[src/rtl/mem_wb_stage.sv]
// Writeback stage with MEM/WB pipeline register, multi-cycle load stall and store-data forwarding.
// Optional load timeout (sticky mem_err) is compiled in with `define MEM_WB_TIMEOUT_EN.
module mem_wb_stage #(
    parameter int TIMEOUT_CYCLES = 16
) (
    input  logic        clk,
    input  logic        rst,
    input  logic        m_valid,
    input  logic        m_RegWrite,
    input  logic        m_MemRead,
    input  logic        m_MemWrite,
    input  logic        m_JAL,
    input  logic        m_LUI,
    input  logic [31:0] m_alu_out,
    input  logic [31:0] m_imm,
    input  logic [31:0] m_pc_inc,
    input  logic [4:0]  m_rd,
    input  logic [4:0]  m_rs2,
    input  logic [31:0] mem_rdata,
    input  logic        mem_rvalid,
    input  logic        flush,
    output logic        stall_mem,
    output logic        wb_RegWrite,
    output logic [4:0]  wb_rd,
    output logic [31:0] wb_data,
    output logic        wb_forward,
    output logic        mem_err
);

    typedef enum logic {
        IDLE      = 1'b0,
        WAIT_READ = 1'b1
    } state_t;

    state_t      state, state_nxt;
    logic        commit;
    logic        timeout_hit;
    logic [31:0] result;

`ifdef MEM_WB_TIMEOUT_EN
    localparam int CNT_W = (TIMEOUT_CYCLES > 2) ? $clog2(TIMEOUT_CYCLES) : 1;

    logic [CNT_W-1:0] wait_cnt;

    assign timeout_hit = (state == WAIT_READ) && !mem_rvalid
                         && (wait_cnt == CNT_W'(TIMEOUT_CYCLES - 1));

    // Held at zero while idle, so it always starts from zero on entry to WAIT_READ.
    always_ff @(posedge clk or posedge rst) begin
        if (rst) begin
            wait_cnt <= '0;
            mem_err  <= 1'b0;
        end else begin
            if (state == WAIT_READ && !flush)
                wait_cnt <= wait_cnt + 1'b1;
            else
                wait_cnt <= '0;
            if (timeout_hit && !flush)
                mem_err <= 1'b1;
        end
    end
`else
    assign timeout_hit = 1'b0;
    assign mem_err     = 1'b0;
`endif

    always_comb begin
        if (m_JAL)
            result = m_pc_inc;
        else if (m_LUI)
            result = m_imm;
        else if (m_MemRead)
            result = mem_rdata;
        else
            result = m_alu_out;
    end

    // NOTE: every output of this block gets a default first, so no path leaves a latch.
    always_comb begin
        state_nxt = state;
        commit    = 1'b0;
        stall_mem = 1'b0;
        if (flush) begin
            state_nxt = IDLE;
        end else begin
            case (state)
                IDLE: begin
                    if (m_valid) begin
                        if (!m_MemRead || mem_rvalid) begin
                            commit = 1'b1;
                        end else begin
                            state_nxt = WAIT_READ;
                            stall_mem = 1'b1;
                        end
                    end
                end
                WAIT_READ: begin
                    if (mem_rvalid) begin
                        commit    = 1'b1;
                        state_nxt = IDLE;
                    end else if (timeout_hit) begin
                        state_nxt = IDLE;
                    end else begin
                        stall_mem = 1'b1;
                    end
                end
                default: state_nxt = IDLE;
            endcase
        end
        // The state register is already IDLE during reset, but the inputs may still request a stall.
        if (rst)
            stall_mem = 1'b0;
    end

    // NOTE: sequential state uses non-blocking assignments so all registers update from pre-edge values.
    always_ff @(posedge clk or posedge rst) begin
        if (rst) begin
            state       <= IDLE;
            wb_RegWrite <= 1'b0;
            wb_rd       <= 5'd0;
            wb_data     <= 32'd0;
        end else begin
            state <= state_nxt;
            if (commit) begin
                wb_RegWrite <= m_RegWrite && (m_rd != 5'd0);
                wb_rd       <= m_rd;
                wb_data     <= result;
            end else begin
                wb_RegWrite <= 1'b0;
            end
        end
    end

    assign wb_forward = wb_RegWrite && m_valid && m_MemWrite
                        && (m_rs2 != 5'd0) && (wb_rd == m_rs2);

endmodule

[config.mk]
export PLATFORM = sky130hd
export DESIGN_NAME = mem_wb_stage
export DESIGN_NICKNAME = d
export VERILOG_FILES = /design/src/rtl/mem_wb_stage.sv
export SDC_FILE = /design/constraint.sdc
export NUM_CORES = 1
export LEC_CHECK = 0
export CAP_MARGIN = 5
export CORE_MARGIN = 3
export CORE_UTILIZATION = 35
export CTS_CLUSTER_SIZE = 14
export DETAILED_ROUTE_END_ITERATION = 7
export PLACE_DENSITY = 0.81
export SYNTH_ARGS = -nofsm -noshare
export SYNTH_HDL_FRONTEND = slang
export SYNTH_SLANG_ARGS = --single-unit
[constraint.sdc]
create_clock -name clk -period 1.5 [get_ports clk]
set_clock_uncertainty 0.05 [all_clocks]
set_input_delay 0.3 -clock clk [delete_from_list [all_inputs] [get_ports clk]]
set_output_delay 0.3 -clock clk [all_outputs]
set_load 0.02 [all_outputs]
* Yosys cells after proc, flatten, opt, wreduce, memory -nomap -nowiden
Index checks and enable logic that the tools add are counted.
Operators by class: add/sub/neg operators 0, multipliers 0, divide/modulo/power cells 0, magnitude comparators 0, equal/unequal tests 1, shift operators 0, mux-type cells 15, bitwise gates (word level) 1, reductions and logical operators 9
Operator list (count):
- $mux 32 | 3
- $mux 1 | 10
- $reduce_bool 5->1 | 2
- $eq 5x5->1 | 1
- $logic_and 1x1->1 | 5
- $pmux 1 s2 | 2
- $logic_not 1->1 | 1
- $logic_or 1x1->1 | 1
- $not 1->1 | 1
Word-level totals: register bits after elaboration 39, latch bits 0, RAM bits 0, memory bits (read-only) 0, input bits 148, memories 0

* Longest topological paths before layout
Gate-level depths: netlist of run 1.
depth after elaboration 7, depth in mapped cells 6

* Worst setup path after synthesis of run 1
No wires, ideal clock.
kind register to output, start register wb_rd[3], end output port wb_forward, arrival 1834 ps, required time 1150 ps, slack -684 ps, stages on the path, launching flop included 4, buffers on the path 0, cell sequence dfrtp_1 xnor2_1 nand3_1 a2111oi_0
On the way: word-level cells in the longest chain between the ends 2
RTL lines:
- start, declared | line 24 | output logic [4:0] wb_rd,
- start signal, assigned | line 126 | wb_rd <= m_rd;
- $eq 5x5->1 | line 135 | && (m_rs2 != 5'd0) && (wb_rd == m_rs2);
- $logic_and 1x1->1 | line 135
- end, declared | line 26 | output logic wb_forward,
Every way passes these cells.

* Final worst setup path of run 1
start input port m_rs2[4], end output port wb_forward
On the way: word-level cells in the longest chain between the ends 3, elaborated cells between the ends (all ways) 4
RTL lines:
- start, declared | line 18 | input logic [4:0] m_rs2,
- $reduce_bool 5->1 | line 135
- $logic_and 1x1->1 | line 135
- $logic_and 1x1->1 * | line 135
Every way passes the cells marked *; elsewhere a longest branch is shown, timed or not.

==> Flow_metrics.wiki, run 1 <==
{| class="wikitable"
! Metric !! Value
|-
| Status || complete, but fails checks
|-
| Violations in the final reports || setup timing
|-
| Async set or reset register ratio after synthesis || 100%
|-
| Number of flops mapped to enable cells by yosys || 0
|-
| Count of unresolved DRC violations after routing || 0
|-
| Crit path largest cell delay || 0.43 ns
|-
| Worst-case setup margin in the final layout || -0.313 ns
|-
| Arrival time worst endpoint || 1.46 ns
|-
| Number of max-capacitance violations reported || 0
|-
| Max stage delay cell, worst path || sky130_fd_sc_hd__clkdlybuf4s50_1
|-
| Placement-stage cell area || 0.00466 sq mm
|-
| # setup viols final || 1
|-
| Vias per Instance || 5.12
|-
| Total routing resource utilization after global routing || a little over a fifth
|-
| Maximum number of pins on one net before global-route repair || 65
|-
| Antenna diode instance count || 0
|-
| TritonCTS clock tree || built
|-
| Post-synthesis net count || 435
|-
| Most numerous cell in the Yosys netlist || sky130_fd_sc_hd__dfrtp_1
|-
| Post-synthesis cell type with the largest combined area || sky130_fd_sc_hd__dfrtp_1
|-
| Number of synthesized register bits || 39
|-
| CTS Sinks || 39
|-
| Pwr per Cell Area || 772 mW/mm^2
|-
| Origin of the critical flop-to-flop path || state$_DFF_PP0_
|-
| Core occupancy in the finished layout || about two thirds
|-
| Die boundary width || a little over 90 microns
|-
| Maximum fanout along the worst path || 2
|-
| Number of global-route vias before repair || 3102
|-
| Static Leak || 0.00187 uW
|-
| Mean instance size in the synthesized netlist || 9.22 sq um
|-
| Count of filler cells inserted in the layout || ~620
|-
| Post-DR wirelength/cell || approximately 16 microns
|-
| Endpoint class of the critical path || output pin
|-
| Top-Level Pins || 189
|-
| TritonCTS buffer count || 5
|-
| Worst R2R End || wb_rd[4]$_DFFE_PP0P_
|-
| Category of the critical setup timing path || in2out
|-
| Top post-synthesis cells by count || 39 x sky130_fd_sc_hd__dfrtp_1, 33 x sky130_fd_sc_hd__a21oi_1, 33 x sky130_fd_sc_hd__mux2_2, 33 x sky130_fd_sc_hd__nand2_1
|-
| Post-route ant nets || 0
|-
| Setup repair after global routing missed its margin || true
|-
| Total core area || 0.00729 sq mm
|-
| Worst Hold Class || in2async
|-
| Critical path origin || m_rs2[4]
|-
| Number of warnings issued by yosys || 0
|-
| Worst r2r path cells || 4
|-
| Category of the worst setup path launch point || primary input
|-
| Leftover overflow at the end of global routing || 0
|-
| Estimated wirelength of the detail-placed design || 7.13 mm
|-
| Number of distinct library cells after synthesis || 28
|-
| Synthesized cell area || about 0.0026 sq mm
|-
| Number of buffers on the longest clock path || 2
|-
| Setup Buffers After CTS || 0
|-
| Register clock-pin slew on the reported worst setup and hold paths || approximately 0.080 ns
|-
| Die Outline Area || 0.00864 sq mm
|-
| Proportion of layout cells with a drive suffix above 1 || roughly 16%
|-
| Number of standard cells after synthesis || roughly 290
|-
| Clock root buffer || sky130_fd_sc_hd__clkbuf_8
|-
| Routed wire length || 9.07 mm
|-
| Count of input and output buffers || 187
|-
| Area fraction of the dominant cell type after synthesis || 36.9%
|-
| Sequential area share after synthesis || a little under two fifths
|-
| Crit-path cells || clkdlybuf4s50_1, nor2_1, o41ai_2, a2111oi_2, buf_2
|-
| Number of vias after detailed routing || ~2900
|-
| Worst VDD drop || 0.327 mV
|-
| Maximum operating frequency || around 0.55 GHz
|-
| Final Hold Vio Count || 0
|-
| Nets@finish || about 620
|-
| Number of max-slew violations in the final report || 0
|-
| Overall die height || 93.0 microns
|-
| Standard-cell rows || 31
|-
| Cell area after layout || 0.00472 sq mm
|-
| Initial core utilization || 36.3%
|-
| Setup slack on the worst flop-to-flop path || 0.05 ns
|-
| Initial DRC Count || 84
|-
| Number of levels the H-tree was split into || 2
|-
| Wire length of the first global-routing pass || roughly 15 mm
|-
| Most instantiated flip-flop cell in the synthesis netlist || sky130_fd_sc_hd__dfrtp_1
|-
| Clk Latency, worst-skew pair || 0.29 ns
|-
| Period Utilization, post-route || 121%
|-
| Number of antenna violations at the first check in global routing || 0
|-
| Number of iterations in the first detailed-routing pass || 4
|-
| Area added between synthesis and finish || 78.5%
|-
| Critical path destination || wb_forward
|-
| Minimum clock period after layout || 1.81 ns
|-
| Required time at the worst-slack endpoint || 1.15 ns
|-
| Top area cells in the synthesized netlist || sky130_fd_sc_hd__dfrtp_1 37%, sky130_fd_sc_hd__mux2_2 14%, sky130_fd_sc_hd__o211ai_1 9.1%
|-
| Global placement routability congestion || 0.784
|}
-- layout make-up --
class | instances | area, sq um | area share [%]
well taps | 99 | 124 | 2.62
multi-input cells | 216 | 1520 | 32.1
repair buffers | 209 | 2010 | 42.6
clock inverters | 1 | 5.00 | 0.106
clock buffers | 6 | 82.6 | 1.75
flip-flops and latches | 39 | 976 | 20.7
inverters | 2 | 7.51 | 0.159
-- power by group --
part	leakage, uW	internal (uW)	switching [uW]	total (uW)
registers	0.000441	1240	105	1350
clock network	0.0000470	361	355	716
logic	0.00138	848	736	1580
total	0.00187	2450	1200	3650
-- kinds of logic after synthesis --
family	share of synthesized area (%)
AOI/OAI and AO/OA	24.7
xor gates and xnor gates	1.32
buffers and inverters	6.86
DFF	36.9
muxes	16.3
other	0.142
and+or+nand+nor	13.8
-- stage by stage --
stage	total power (uW)	setup slack (ns)	hold WS (ns)	cells	TNS (ns)
final	3650	-0.313	0.256	572	-0.313
after global routing	3870	-0.397	0.281	572	-0.451
after CTS	3680	-0.312	0.257	572	-0.312
after detailed placement	3100	-0.915	0.487	565	-14.54
after global placement	3060	-0.849	0.475	565	-13.41
after floorplan	2140	-0.187	0.321	287	-0.187
-- critical path, delay by kind of cell --
| kind | cells | cell delay, ns |
|---|---|---|
| AO/OA/AOI/OAI | 2 | 0.38 |
| AND/OR/NAND/NOR | 1 | 0.13 |
| buffers and inverters | 2 | 0.65 |
-- timing repair --
| action | in CTS | in global routing |
|---|---|---|
| pin swaps | 5 | 1 |
| gates resized for setup | 61 | 11 |
| endpoints found under the setup margin | 73 | 36 |
| hold buffers | 0 | 0 |
-- worst min path at each step --
stage / cells past startpoint / endpoint
2_1_floorplan: 1 / state$_DFF_PP0_
3_3_place_gp: 2 / wb_data[13]$_DFFE_PP0P_
3_5_place_dp: 2 / wb_data[31]$_DFFE_PP0P_
4_1_cts: 4 / wb_rd[1]$_DFFE_PP0P_
5_1_grt: 4 / wb_rd[1]$_DFFE_PP0P_
6_report: 4 / wb_rd[1]$_DFFE_PP0P_
-- flip-flops by register name, summed over array words and instances (netlist names) --
| name | cells |
|---|---|
| state | 1 |
| wb_RegWrite | 1 |
| wb_data | 32 |
| wb_rd | 5 |
-- layout by cell type, fill, tap and decap left out, types with 2 or more instances in the layout --
master / Yosys / routed
sky130_fd_sc_hd__nand3_1: 2 / 2
sky130_fd_sc_hd__buf_4: 4 / 16
sky130_fd_sc_hd__a21oi_1: 33 / 33
sky130_fd_sc_hd__nand2_1: 33 / 33
sky130_fd_sc_hd__nand2b_1: 32 / 32
sky130_fd_sc_hd__buf_12: 0 / 3
sky130_fd_sc_hd__dlygate4sd2_1: 0 / 40
sky130_fd_sc_hd__dfrtp_1: 39 / 39
sky130_fd_sc_hd__mux2_2: 33 / 33
sky130_fd_sc_hd__mux2_4: 4 / 4
sky130_fd_sc_hd__xnor2_1: 3 / 3
sky130_fd_sc_hd__o211ai_1: 32 / 32
sky130_fd_sc_hd__a31oi_1: 32 / 32
sky130_fd_sc_hd__clkbuf_8: 0 / 6
sky130_fd_sc_hd__clkbuf_2: 1 / 2
sky130_fd_sc_hd__clkdlybuf4s50_1: 0 / 138
sky130_fd_sc_hd__buf_8: 0 / 2
sky130_fd_sc_hd__buf_2: 12 / 4
sky130_fd_sc_hd__clkdlybuf4s15_1: 0 / 3
-- per-layer routing --
| metal | share of wire [%] | up-vias | track usage (%) | wire [microns] |
|---|---|---|---|---|
| met1 | 37 | 1354 | 23.0 | 3370 |
| met4 | 1.9 | 0 | 6.35 | 176 |
| met3 | 9.0 | 14 | 6.17 | 819 |
| met2 | 52 | 138 | 40.3 | 4700 |
| li1 | - | 1422 | - | - |
| met5 | 0 | - | 0 | 0 |
Power figures use the tool's default switching activity.
==> inputs of run 2 (changes only) <==
==> constraint.sdc (replaced) <==
create_clock -name clk -period 1.68 [get_ports clk]
set_clock_uncertainty 0.05 [all_clocks]
set_input_delay 0.336 -clock clk [delete_from_list [all_inputs] [get_ports clk]]
set_output_delay 0.336 -clock clk [all_outputs]
set_load 0.02 [all_outputs]
==> run 2 against run 1 <==
The run still ends with setup timing left; flip-flop and latch count did not move; worst setup slack better by 0.24 ns; sequential power fell by 10%; via count is 0.79% lower; routed wire length down 0.41%; final area up 1.7%; first-iteration DRC count down 6.0%; count of clock-buffer cells in the layout grew 2; sequential share of layout area shrank 0.35 points; non-clock buffer count shrank 1.
==> Flow_metrics.wiki, run 2 (synthesis gave the netlist of run 1 again) <==
{| class="wikitable"
! Metric !! Value
|-
| Status || complete, but fails checks
|-
| Violations in the final reports || setup timing
|-
| Initial core utilization || between 30% and 40%
|-
| Number of levels the H-tree was split into || 2
|-
| Initial DRC Count || 79
|-
| Register clock-pin slew on the reported worst setup and hold paths || about 0.070 ns
|-
| Registers with the most flip-flops || wb_data (32), wb_rd (5)
|-
| Highest-count cells in the layout ignoring fill and taps || 158 x sky130_fd_sc_hd__clkdlybuf4s50_1, 39 x sky130_fd_sc_hd__dfrtp_1, 33 x sky130_fd_sc_hd__mux2_2, 33 x sky130_fd_sc_hd__nand2_1, 33 x sky130_fd_sc_hd__a21oi_1
|-
| Antenna diode instance count || 0
|-
| Worst-case setup margin in the final layout || -0.0688 ns
|-
| Wire length of the first global-routing pass || ~14 mm
|-
| Sequential standard cell area || 976 sq um
|-
| Largest register by flop count || wb_data
|-
| Vias per Instance || 5.08
|-
| Most frequent standard cell in the layout excluding fill and tap cells || sky130_fd_sc_hd__clkdlybuf4s50_1
|-
| Number of max-slew violations in the final report || 0
|-
| Setup repair after global routing missed its margin || true
|-
| Worst VDD drop || roughly 0.29 mV
|-
| Nets@finish || 620
|-
| Number of vias after detailed routing || approximately 2900
|-
| Number of iterations in the first detailed-routing pass || 4
|-
| Total core area || 0.00729 sq mm
|-
| Endpoint class of the critical path || output pin
|-
| Overall die height || 93.0 microns
|-
| Category of the critical setup timing path || reg2out
|-
| Leftover overflow at the end of global routing || 0
|-
| Total routing resource utilization after global routing || 20.8%
|-
| Post-DR wirelength/cell || 15.8 microns
|-
| Pwr per Cell Area || about 700 mW/mm^2
|-
| Category of the worst setup path launch point || register
|-
| Die Outline Area || 0.00864 sq mm
|-
| Top-Level Pins || 189
|-
| Flip-flop count of the largest register after layout || 32
|-
| Maximum number of pins on one net before global-route repair || 40
|-
| Core occupancy in the finished layout || 65.9%
|-
| Period Utilization, post-route || 104%
|-
| Setup tns final || -0.0688 ns
|-
| Number of max-capacitance violations reported || 0
|-
| Die boundary width || 93.0 microns
|-
| Multi-input combinational cell area || 0.00151 sq mm
|-
| Post-route ant nets || 0
|-
| Maximum operating frequency || 0.572 GHz
|-
| Count of input and output buffers || 187
|-
| TritonCTS buffer count || 5
|-
| Maximum fanout along the worst path || 3
|-
| Number of global-route vias before repair || just over 3000
|-
| CTS Sinks || 39
|-
| Proportion of layout cells with a drive suffix above 1 || 15.9%
|-
| Final Hold Vio Count || 0
|-
| Clk Latency, worst-skew pair || 0.28 ns
|-
| Count of filler cells inserted in the layout || 594
|-
| TritonCTS clock tree || built
|-
| Estimated wirelength of the detail-placed design || 7.12 mm
|-
| Minimum clock period after layout || 1.75 ns
|-
| Global placement routability congestion || 0.784
|-
| Standard-cell rows || 31
|-
| Number of hold-repair buffers added at the cts stage || 0
|-
| Worst Hold Class || in2reg
|-
| Area added between synthesis and finish || 81.7%
|-
| Number of antenna violations at the first check in global routing || 0
|-
| Count of unresolved DRC violations after routing || 0
|-
| Clock root buffer || sky130_fd_sc_hd__clkbuf_8
|-
| Number of buffers on the longest clock path || 2
|-
| Routed wire length || 9.03 mm
|-
| Required time at the worst-slack endpoint || 1.29 ns
|-
| Post-Place Setup Slack || -0.784 ns
|-
| Static Leak || between 0.0015 and 0.002 uW
|-
| # setup viols final || 1
|-
| Arrival time worst endpoint || 1.36 ns
|}
-- run 2: changes by cell type in the layout (fill, tap and decap cells not counted), sizes merged --
cell | before | now
clkdlybuf4s15 | 3 | 0
clkinv | 2 | 1
dlymetal6s2s | 0 | 13
buf | 26 | 25
clkdlybuf4s50 | 138 | 158
dlygate4sd2 | 40 | 12
-- run 2: report_power, final --
group	internal [uW]	total (uW)	switching [uW]
Sequential	1110	1210	94.6
Combinational	855	1510	653
Clock	375	682	307
Total	2340	3390	1050
-- run 2: critical path, cell delays in order (launching register included) --
cell                        delay, ns
sky130_fd_sc_hd__dfrtp_1         0.41
sky130_fd_sc_hd__nor2_2          0.10
sky130_fd_sc_hd__o41ai_2         0.08
sky130_fd_sc_hd__a2111oi_2       0.27
sky130_fd_sc_hd__buf_2           0.21
-- run 2: routing by layer --
metal  wire [microns]  global-route usage (%)  vias up  share of wire, %
met5                0                       0        -                 0
met4              245                    6.96        0               2.7
met3              721                    4.63       20               8.0
met2             4620                    39.1      145                51
met1             3440                    22.9     1322                38
li1                 -                       -     1418                 -
-- run 2: path summary, 6_finish.rpt --
| kind | start | to | slack, ns | cells after the start |
|---|---|---|---|---|
| max | wb_rd[4]$_DFFE_PP0P_ | wb_forward | -0.07 | 4 |
| min | m_MemRead | state$_DFF_PP0_ | 0.48 | 3 |
| max reg2reg | state$_DFF_PP0_ | wb_data[23]$_DFFE_PP0P_ | 0.35 | 4 |
| min reg2reg | wb_data[20]$_DFFE_PP0P_ | wb_data[20]$_DFFE_PP0P_ | 0.50 | 2 |
| max in group asynchronous | rst | wb_data[10]$_DFFE_PP0P_ | 0.87 | 4 |
| min in group asynchronous | rst | wb_data[8]$_DFFE_PP0P_ | 0.51 | 4 |
-- run 2: area by class of cell --
cell class | count | share of cell area (%)
Timing Repair Buffer | 208 | 43.4
Multi-Input combinational cell | 216 | 31.4
Sequential cell | 39 | 20.3
Tap cell | 99 | 2.58
Clock buffer | 8 | 2.08
Inverter | 2 | 0.156
-- run 2: repair_timing --
action / 4_1_cts / 5_1_grt
setup endpoints to repair: 7 / 29
pin swaps: 5 / 3
setup buffers: 1 / 0
gates resized for setup: 23 / 17
-- run 2: stage by stage --
stage | total power [uW] | instances | hold slack (ns) | instance area, sq um
2_1_floorplan | 1910 | 287 | 0.357 | 2660
3_3_place_gp | 2730 | 563 | 0.475 | 4670
3_5_place_dp | 2770 | 563 | 0.486 | 4670
4_1_cts | 3450 | 572 | 0.466 | 4760
5_1_grt | 3590 | 572 | 0.501 | 4810
6_report | 3390 | 572 | 0.481 | 4810
